File: src/rtl/ppu_pkg.sv
//------------------------------------------------------------------
// ppu_pkg - shared PPU types and constants (rev 1.0)
//------------------------------------------------------------------
`default_nettype none

package ppu_pkg;

  localparam int NUM_SPRITES = 64;
  localparam int OAM_IDX_W   = 6;
  localparam int OAM_REC_W   = 32;

  // Bit offsets of the byte fields inside one OAM record
  localparam int REC_X_LSB    = 0;
  localparam int REC_Y_LSB    = 8;
  localparam int REC_TILE_LSB = 16;
  localparam int REC_PAL_LSB  = 24;

  typedef enum logic [2:0] {
    IDLE    = 3'd0,
    WAIT_VB = 3'd1,
    REQ     = 3'd2,
    DATA    = 3'd3,
    DONE    = 3'd4
  } dma_state_e;

endpackage

`default_nettype wire

File: src/rtl/ppu_oam_dma_if.sv
//------------------------------------------------------------------
// ppu_oam_dma_if - source-read bus, CPU write port and OAM port (rev 1.0)
//------------------------------------------------------------------
`default_nettype none

interface ppu_oam_dma_if #(
  parameter int SRC_AW = 16
);
  import ppu_pkg::*;

  logic                 mem_req;
  logic [SRC_AW-1:0]    mem_addr;
  logic                 mem_gnt;
  logic                 mem_rvalid;
  logic [OAM_REC_W-1:0] mem_rdata;

  logic                 cpu_wr_req;
  logic [OAM_IDX_W-1:0] cpu_wr_idx;
  logic [OAM_REC_W-1:0] cpu_wr_data;
  logic                 cpu_wr_ack;

  logic [OAM_IDX_W-1:0] oam_idx;
  logic [OAM_REC_W-1:0] oam_data;
  logic                 oam_write;

  modport master (
    output mem_req, mem_addr,
    input  mem_gnt, mem_rvalid, mem_rdata,
    input  cpu_wr_req, cpu_wr_idx, cpu_wr_data,
    output cpu_wr_ack,
    output oam_idx, oam_data, oam_write
  );

  modport slave (
    input  mem_req, mem_addr,
    output mem_gnt, mem_rvalid, mem_rdata,
    output cpu_wr_req, cpu_wr_idx, cpu_wr_data,
    input  cpu_wr_ack,
    input  oam_idx, oam_data, oam_write
  );

endinterface

`default_nettype wire

File: src/rtl/ppu_oam_dma.sv
//------------------------------------------------------------------
// ppu_oam_dma - vblank-gated sprite-record DMA and OAM write arbiter (rev 1.0)
//------------------------------------------------------------------
`default_nettype none

module ppu_oam_dma
  import ppu_pkg::*;
#(
  parameter int SRC_AW = 16
) (
  input  wire logic              clk,
  input  wire logic              reset,
  input  wire logic              vblank,
  input  wire logic              dma_start,
  input  wire logic [SRC_AW-1:0] dma_src_base,
  output logic                   dma_busy,
  output logic                   dma_done,
  ppu_oam_dma_if.master          bus
);

  localparam logic [OAM_IDX_W-1:0] LAST_IDX = OAM_IDX_W'(NUM_SPRITES - 1);

  dma_state_e           state, state_nxt;
  logic [OAM_IDX_W-1:0] idx, idx_nxt;
  logic [SRC_AW-1:0]    base, base_nxt;
  logic                 dma_wr;
  logic                 cpu_serve;

  // The CPU only owns the OAM port while the engine is not fetching, so the
  // write mux below is selected purely by state and never collides.
  always_comb begin
    state_nxt = state;
    idx_nxt   = idx;
    base_nxt  = base;
    dma_wr    = 1'b0;
    cpu_serve = bus.cpu_wr_req && !bus.cpu_wr_ack &&
                ((state == IDLE) || (state == WAIT_VB));

    case (state)
      IDLE: begin
        if (dma_start) begin
          base_nxt  = dma_src_base;
          idx_nxt   = '0;
          state_nxt = WAIT_VB;
        end
      end
      WAIT_VB: begin
        if (vblank) state_nxt = REQ;
      end
      REQ: begin
        // An ungranted request is withdrawn as soon as vblank is lost
        if (bus.mem_gnt)  state_nxt = DATA;
        else if (!vblank) state_nxt = WAIT_VB;
      end
      DATA: begin
        if (bus.mem_rvalid) begin
          dma_wr = 1'b1;
          if (idx == LAST_IDX) begin
            state_nxt = DONE;
          end else begin
            idx_nxt   = idx + OAM_IDX_W'(1);
            state_nxt = vblank ? REQ : WAIT_VB;
          end
        end
      end
      DONE:    state_nxt = IDLE;
      default: state_nxt = IDLE;
    endcase
  end

  always_ff @(posedge clk or negedge reset) begin
    if (!reset) begin
      state <= IDLE;
      idx   <= '0;
      base  <= '0;
    end else begin
      state <= state_nxt;
      idx   <= idx_nxt;
      base  <= base_nxt;
    end
  end

  // Outputs are registered from the next state; busy drops together with the
  // done pulse so software never sees done while busy is still set.
  always_ff @(posedge clk or negedge reset) begin
    if (!reset) begin
      dma_busy       <= 1'b0;
      dma_done       <= 1'b0;
      bus.mem_req    <= 1'b0;
      bus.mem_addr   <= '0;
      bus.cpu_wr_ack <= 1'b0;
      bus.oam_idx    <= '0;
      bus.oam_data   <= '0;
      bus.oam_write  <= 1'b0;
    end else begin
      dma_busy       <= (state_nxt != IDLE) && (state_nxt != DONE);
      dma_done       <= (state_nxt == DONE);
      bus.mem_req    <= (state_nxt == REQ);
      bus.mem_addr   <= base_nxt + SRC_AW'(idx_nxt);
      bus.cpu_wr_ack <= cpu_serve;
      bus.oam_write  <= dma_wr || cpu_serve;
      if (dma_wr) begin
        bus.oam_idx  <= idx;
        bus.oam_data <= bus.mem_rdata;
      end else if (cpu_serve) begin
        bus.oam_idx  <= bus.cpu_wr_idx;
        bus.oam_data <= bus.cpu_wr_data;
      end
    end
  end

endmodule

`default_nettype wire

File: src/flat_wrapper.sv
// flat-port wrapper written by rule: the top's interface ports become plain ports
module ppu_oam_dma_flat import ppu_pkg::*;
#(
  parameter int SRC_AW = 16
)
  (clk, reset, vblank, dma_start, dma_src_base, dma_busy, dma_done, bus_mem_req, bus_mem_addr, bus_mem_gnt, bus_mem_rvalid, bus_mem_rdata, bus_cpu_wr_req, bus_cpu_wr_idx, bus_cpu_wr_data, bus_cpu_wr_ack, bus_oam_idx, bus_oam_data, bus_oam_write);
  ppu_oam_dma_if #(.SRC_AW(SRC_AW)) bus_i ();
  input  wire logic clk;
  input  wire logic reset;
  input  wire logic vblank;
  input  wire logic dma_start;
  input  wire logic [SRC_AW-1:0] dma_src_base;
  output logic dma_busy;
  output logic dma_done;
  output wire logic [$bits(bus_i.mem_req)-1:0] bus_mem_req;
  output wire logic [$bits(bus_i.mem_addr)-1:0] bus_mem_addr;
  input wire logic [$bits(bus_i.mem_gnt)-1:0] bus_mem_gnt;
  input wire logic [$bits(bus_i.mem_rvalid)-1:0] bus_mem_rvalid;
  input wire logic [$bits(bus_i.mem_rdata)-1:0] bus_mem_rdata;
  input wire logic [$bits(bus_i.cpu_wr_req)-1:0] bus_cpu_wr_req;
  input wire logic [$bits(bus_i.cpu_wr_idx)-1:0] bus_cpu_wr_idx;
  input wire logic [$bits(bus_i.cpu_wr_data)-1:0] bus_cpu_wr_data;
  output wire logic [$bits(bus_i.cpu_wr_ack)-1:0] bus_cpu_wr_ack;
  output wire logic [$bits(bus_i.oam_idx)-1:0] bus_oam_idx;
  output wire logic [$bits(bus_i.oam_data)-1:0] bus_oam_data;
  output wire logic [$bits(bus_i.oam_write)-1:0] bus_oam_write;
  assign bus_mem_req = bus_i.mem_req;
  assign bus_mem_addr = bus_i.mem_addr;
  assign bus_i.mem_gnt = bus_mem_gnt;
  assign bus_i.mem_rvalid = bus_mem_rvalid;
  assign bus_i.mem_rdata = bus_mem_rdata;
  assign bus_i.cpu_wr_req = bus_cpu_wr_req;
  assign bus_i.cpu_wr_idx = bus_cpu_wr_idx;
  assign bus_i.cpu_wr_data = bus_cpu_wr_data;
  assign bus_cpu_wr_ack = bus_i.cpu_wr_ack;
  assign bus_oam_idx = bus_i.oam_idx;
  assign bus_oam_data = bus_i.oam_data;
  assign bus_oam_write = bus_i.oam_write;
  ppu_oam_dma #(.SRC_AW(SRC_AW)) u_core (.clk(clk), .reset(reset), .vblank(vblank), .dma_start(dma_start), .dma_src_base(dma_src_base), .dma_busy(dma_busy), .dma_done(dma_done), .bus(bus_i));
endmodule
File: config.mk
export PLATFORM = sky130hd
export DESIGN_NAME = ppu_oam_dma_flat
export DESIGN_NICKNAME = d
export VERILOG_FILES = /design/src/rtl/ppu_pkg.sv /design/src/rtl/ppu_oam_dma_if.sv /design/src/rtl/ppu_oam_dma.sv /design/src/flat_wrapper.sv
export SDC_FILE = /design/constraint.sdc
export NUM_CORES = 1
export LEC_CHECK = 0
export ABC_AREA = 1
export BUFFER_PORTS_ARGS = -buffer_cell sky130_fd_sc_hd__clkbuf_2
export CAP_MARGIN = 30
export CORE_MARGIN = 1
export CORE_UTILIZATION = 35
export DETAILED_ROUTE_END_ITERATION = 12
export GPL_TIMING_DRIVEN = 1
export PLACE_DENSITY_LB_ADDON = 0.05
export SLEW_MARGIN = 20
export SYNTH_ARGS = -nofsm -noshare
export SYNTH_HDL_FRONTEND = slang
export SYNTH_SLANG_ARGS = --single-unit
File: constraint.sdc
create_clock -name clk -period 4.5 [get_ports clk]
set_clock_uncertainty 0.2 [all_clocks]
set_input_delay 1.125 -clock clk [delete_from_list [all_inputs] [get_ports clk]]
set_output_delay 1.125 -clock clk [all_outputs]
set_load 0.1 [all_outputs]
* After elaboration in Yosys (flattened, before gate mapping) *
Cells that the tools add are included.

word-level totals
  output and inout bits = 59
  flip-flop bits (word level) = 84
  bits of input ports = 93

operators by class
  mux-type cells = 20
  reduce and logical (&&, ||, !) cells = 9
  equality and inequality tests = 7
  add/sub/neg operators = 2

operators by type and width
  kind                 number
  $mux 32              2
  $mux 16              2
  $mux 6               5
  $mux 3               6
  $add 16x6->16        1
  $pmux 3 s4           1
  $pmux 6 s2           1
  $eq 3x2->1 const B   3
  $add 6x1->6 const B  1
  $eq 6x6->1 const B   1
  $eq 3x1->1 const B   1
  $eq 3x3->1 const B   1
  $logic_and 1x1->1    3
  $logic_not 3->1      1
  $ne 3x3->1 const B   1
  $reduce_bool 3->1    1
  $logic_or 1x1->1     2
  $mux 1               2
  $mux 2               1
  $reduce_bool 2->1    1
  $logic_not 1->1      1

* Logic depth before layout (Yosys ltp) *
  depth in word-level cells = 6
  gate-level depth with buffers = 17
  mapped depth without buffers = 17

* Worst setup path after synthesis *
OpenSTA, ideal clock, no wires.

  path kind = input to register
  from = input dma_start
  to = register u_core.bus.mem_addr[10]
  library setup time = 118 ps
  data required time = 4182 ps
  slack = 1108 ps
  stages on the path = 16
  arrival time = 3074 ps
  cells stage by stage = inv_1 > nor2_4 > nand2_4 > buf_6 > buf_2 > nand2_1 > a21oi_1 > ha_1 > inv_1 > fa_1 > nor3_1 > nor2_1 > nor2_4 > nand2_1 > nand2_1 > nand2_1

between the ends
  word-level cells in the longest chain between the ends = 3
  elaborated cells on any way between the ends = 5

ends and longest elaborated chain
  element                      RTL line              RTL
  from (decl)                  flat_wrapper.sv:11    input wire logic dma_start;
  $mux 6                       ppu_oam_dma.sv:41     if (dma_start) begin
  $pmux 6 s2                   ppu_oam_dma.sv:39     case (state)
  named net u_core.idx_nxt[0]  ppu_oam_dma.sv:24     logic [OAM_IDX_W-1:0] idx, idx_nxt;
  $add 16x6->16                ppu_oam_dma.sv:99     bus.mem_addr <= base_nxt + SRC_AW'(idx_nxt);
  to (signal assigned)         ppu_oam_dma.sv:99
  to (decl)                    ppu_oam_dma_if.sv:27  output mem_req, mem_addr,

The timed path passes the listed nets, and every way through them passes these cells.
A chain may end at the register's enable or synchronous reset.

* Final worst setup path *
  from = input dma_start
  to = register u_core.bus.mem_addr[12]

between the ends
  word-level cells in the longest chain between the ends = 3
  elaborated cells on any way between the ends = 5

ends and longest elaborated chain
  element                       RTL line           RTL
  $mux 16                       ppu_oam_dma.sv:41
  $mux 16                       ppu_oam_dma.sv:39
  named net u_core.base_nxt[0]  ppu_oam_dma.sv:25  logic [SRC_AW-1:0] base, base_nxt;
  $add 16x6->16                 ppu_oam_dma.sv:99

The timed path passes the listed nets, and every way through them passes these cells.

==> results.py <==
metrics = {
    "placement": {
        "dpl_cell_area_um2": 4790,
        "place.port_buffers": 151,
        "place.gp.congestion": 0.774,
        "hpwl_um": 7210,
        "post_place_setup_slack_ns": 0.692,
    },
    "clock_tree": {
        "htree_num_levels": 3,
        "cts_num_sinks": 84,
        "cts_hold_repair.buffers": 0,
        "cts.root.buffer_cell": "sky130_fd_sc_hd__clkbuf_8",
        "cts-buffers-inserted": 9,
        "cts_tree": "yes",
        "clockBufferDepth": 2,
        "cts_setup_buffers": 0,
        "cts.clk_slew.worst_paths_ns": 0.09,
        "cts.repair.resized": 0,
        "worst_skew_pair.late_latency_ns": 0.35,
    },
    "synth": {
        "postSynthNetCount": 557,
        "synth.distinct_cells": 35,
        "yosysWarningCount": 0,
        "avgSynthCellArea_um2": 8.59,
        "postSynthRegisterBits": 84,
        "ys_async_sr_fraction_pct": 100,
        "synth_enable_flop_cells": 0,
        "synth-seq-area-share_pct": 53.7,
        "synth_area_um2": 3920,
        "dominantRegCellSynth": "sky130_fd_sc_hd__dfrtp_1",
        "netlist_instances": 456,
    },
    "worst_setup_path": {
        "worstPathRequired_ns": 4.55,
        "path_delay_family": "simple AND/OR/NAND/NOR gates",
        "ff2ff_setup_slack_ns": 1.30,
        "cpPeakStageDelay_ns": 0.42,
        "setup.worst_path.end_class": "register",
        "critical_path_cell_sequence": "clkbuf_2, inv_1, nor2_4, nand2_4, inv_2, nand2_1, nand2_1, ha_1, inv_1, fa_1, nor3_1, nor2_1, nor2_4, nand2_1, nand2_1, nand2_1",
        "worst_r2r_endpoint": "u_core.bus.mem_addr[12]",
        "worst-r2r-cell-count": 14,
        "crit_type": "in2reg",
        "timing.critical_path.mode_cell": "sky130_fd_sc_hd__nand2_1",
        "crit_path_top_delay_cell": "sky130_fd_sc_hd__fa_1",
        "startpoint_type": "input pin",
        "timing.critical_path.depth": 16,
        "critical_path_peak_fanout": 20,
        "crit-reg2reg-launch": "u_core.idx[0]",
        "critPathBufInv": 4,
        "worst_ep_arrival_time_ns": 3.47,
    },
    "global_routing": {
        "total_overflow_reported_by_the_global_router": 0,
        "maximum_number_of_pins_on_one_net_before_global_route_repair": 70,
        "track_usage_pct": 17.5,
        "grt_antenna_before_repair": 0,
        "global_route_wire_length_before_repair_um": 15600,
        "grt_pass1_vias": 3270,
    },
    "timing": {
        "report.final.setup_viol": 0,
        "worst-slew-pin-transition_ns": 0.622,
        "maxSlewViolCount": 0,
        "hold_viol_final": 0,
        "period_share_pct": 76.0,
        "postLayoutSetupSlackWorst_ns": 1.08,
        "unrepaired_setup_endpoints_after_global_routing": "no",
        "min_period_ns": 3.42,
        "max_slew_margin_pct": 58.3,
        "max_clock_freq_mhz": 292,
        "timing.setup.tns_ns": 0,
    },
    "floorplanning": {
        "die_w_um": 108,
        "boundaryPins": 152,
        "die_h_um": 108,
        "initial_core_util_pct": 36.0,
        "fp.coreArea_um2": 10900,
        "dieArea_um2": 11600,
        "placementRows": 38,
    },
    "finish": {
        "layout.core_utilization_pct": 46.3,
        "regArea_um2": 2100,
        "multi_input_area_um2": 1590,
        "fillerInstances": 1086,
        "fin_nets": 711,
        "drive_above_1_share_pct": 31.4,
        "antenna_cells_inserted": 0,
        "area_delta_synth_final_pct": 28.6,
        "post-route-cell-area_um2": 5040,
    },
    "routing": {
        "drc": 0,
        "route.antenna.remaining_nets": 0,
        "detailedRoute.firstIterationViolations": 178,
        "avgViaCountPerCell": 4.66,
        "detailed_route_via_count": 3521,
        "avgRoutedWirePerCell_um": 13.1,
        "totalWireLength_um": 9900,
        "first_pass_drt_iterations": 4,
    },
    "hold_path": {
        "min-delay-start": "u_core.bus.oam_data[4]",
        "min_to": "u_core.bus.oam_data[4]",
        "hold_path.class": "reg2reg",
        "hold_depth": 2,
    },
    "run": {
        "max_cap_violations": 0,
    },
    "outcome": {
        "outcome": "completed",
    },
}
==> stage by stage <==
step	cells	hold slack (ns)
after CTS	754	0.289
after detailed placement	738	0.268
after global placement	737	0.264
after floorplan	456	0.250
final	755	0.286
after global routing	755	0.310
==> registers in the layout (all words and copies together), names as in the netlist <==
name / cells
u_core.bus.mem_addr: 16
u_core.base: 16
u_core.dma_done: 1
u_core.bus.mem_req: 1
u_core.state: 3
u_core.idx: 6
u_core.bus.oam_data: 32
u_core.bus.cpu_wr_ack: 1
u_core.bus.oam_idx: 6
u_core.bus.oam_write: 1
u_core.dma_busy: 1
==> cells in the mapped netlist, types with 4 or more instances <==
| cell | number | share of area [%] |
|---|---|---|
| sky130_fd_sc_hd__a21oi_1 | 6 | 0.77 |
| sky130_fd_sc_hd__buf_2 | 4 | 0.51 |
| sky130_fd_sc_hd__buf_6 | 5 | 1.4 |
| sky130_fd_sc_hd__dfrtp_1 | 84 | 54 |
| sky130_fd_sc_hd__ha_1 | 7 | 2.2 |
| sky130_fd_sc_hd__inv_1 | 34 | 3.3 |
| sky130_fd_sc_hd__nand2_1 | 171 | 16 |
| sky130_fd_sc_hd__nand2_2 | 8 | 1.3 |
| sky130_fd_sc_hd__nand3_1 | 51 | 6.5 |
| sky130_fd_sc_hd__nand4_1 | 9 | 1.4 |
| sky130_fd_sc_hd__nor2_1 | 24 | 2.3 |
| sky130_fd_sc_hd__o21ai_0 | 6 | 0.77 |
| sky130_fd_sc_hd__o22ai_1 | 7 | 1.1 |
| sky130_fd_sc_hd__xnor2_1 | 4 | 0.89 |
==> worst register-to-register path: stages, from the launching register on <==
cell	delay, ns
sky130_fd_sc_hd__dfrtp_1	0.42
sky130_fd_sc_hd__ha_1	0.23
sky130_fd_sc_hd__nand4_1	0.27
sky130_fd_sc_hd__nand2_1	0.23
sky130_fd_sc_hd__nand2_1	0.09
sky130_fd_sc_hd__a21oi_1	0.24
sky130_fd_sc_hd__ha_1	0.26
sky130_fd_sc_hd__inv_1	0.07
sky130_fd_sc_hd__fa_1	0.42
sky130_fd_sc_hd__nor3_1	0.22
sky130_fd_sc_hd__nor2_1	0.14
sky130_fd_sc_hd__nor2_4	0.15
sky130_fd_sc_hd__nand2_1	0.07
sky130_fd_sc_hd__nand2_1	0.06
sky130_fd_sc_hd__nand2_1	0.05
==> worst max path at each step <==
| stage | endpoint | from | slack [ns] |
|---|---|---|---|
| finish | u_core.bus.mem_addr[12] | dma_start | 1.08 |
| global route | u_core.bus.mem_addr[14] | dma_start | 0.80 |
| CTS | u_core.bus.mem_addr[10] | dma_start | 1.06 |
| detailed placement | u_core.bus.mem_addr[10] | dma_start | 0.69 |
| global placement | u_core.bus.mem_addr[10] | bus_mem_rvalid | 0.82 |
| floorplan | u_core.bus.mem_addr[10] | dma_start | 1.11 |
==> cell usage in the layout (no fill, tap or decap), drive strengths merged <==
master and n:
a21o 1, a21oi 6, a31oi 2, buf 5, bufinv 2, clkbuf 159, clkinv 5, clkinvlp 1
dfrtp 84, fa 1, ha 7, inv 37, nand2 182, nand3 52, nand4 9, nor2 29
nor3 3, o211ai 2, o21ai 7, o221ai 1, o22ai 7, o311ai 2, o31ai 1, or2 3
xnor2 4, xor2 3
==> logic make-up (layout without fill, tap and decap cells) <==
family | count (synthesis) | in the layout | share of synthesized area (%)
AOI/OAI and AO/OA | 29 | 29 | 4.54
xor gates and xnor gates | 7 | 7 | 1.57
adders and majority gates | 8 | 8 | 2.75
buffers and inverters | 50 | 209 | 5.88
DFF | 84 | 84 | 53.7
and+or+nand+nor | 278 | 278 | 31.6
==> layer usage <==
layer	up-vias	track usage (%)	routed length, um
met5	-	0	0
met3	6	3.21	578
met1	1612	22.9	4720
met4	0	7.24	79
li1	1778	-	-
met2	125	28.3	4530
==> cell type report <==
type,count,share of cell area [%]
clock buffer,9,2.46
clock inverter,7,1.81
inverter,38,2.83
multi-input combinational,322,31.5
sequential,84,41.7
tap,140,3.48
timing repair buffer,155,16.2
Power is not shown: default switching activity piles up to over one toggle a cycle in this logic, so the estimate is an artifact.
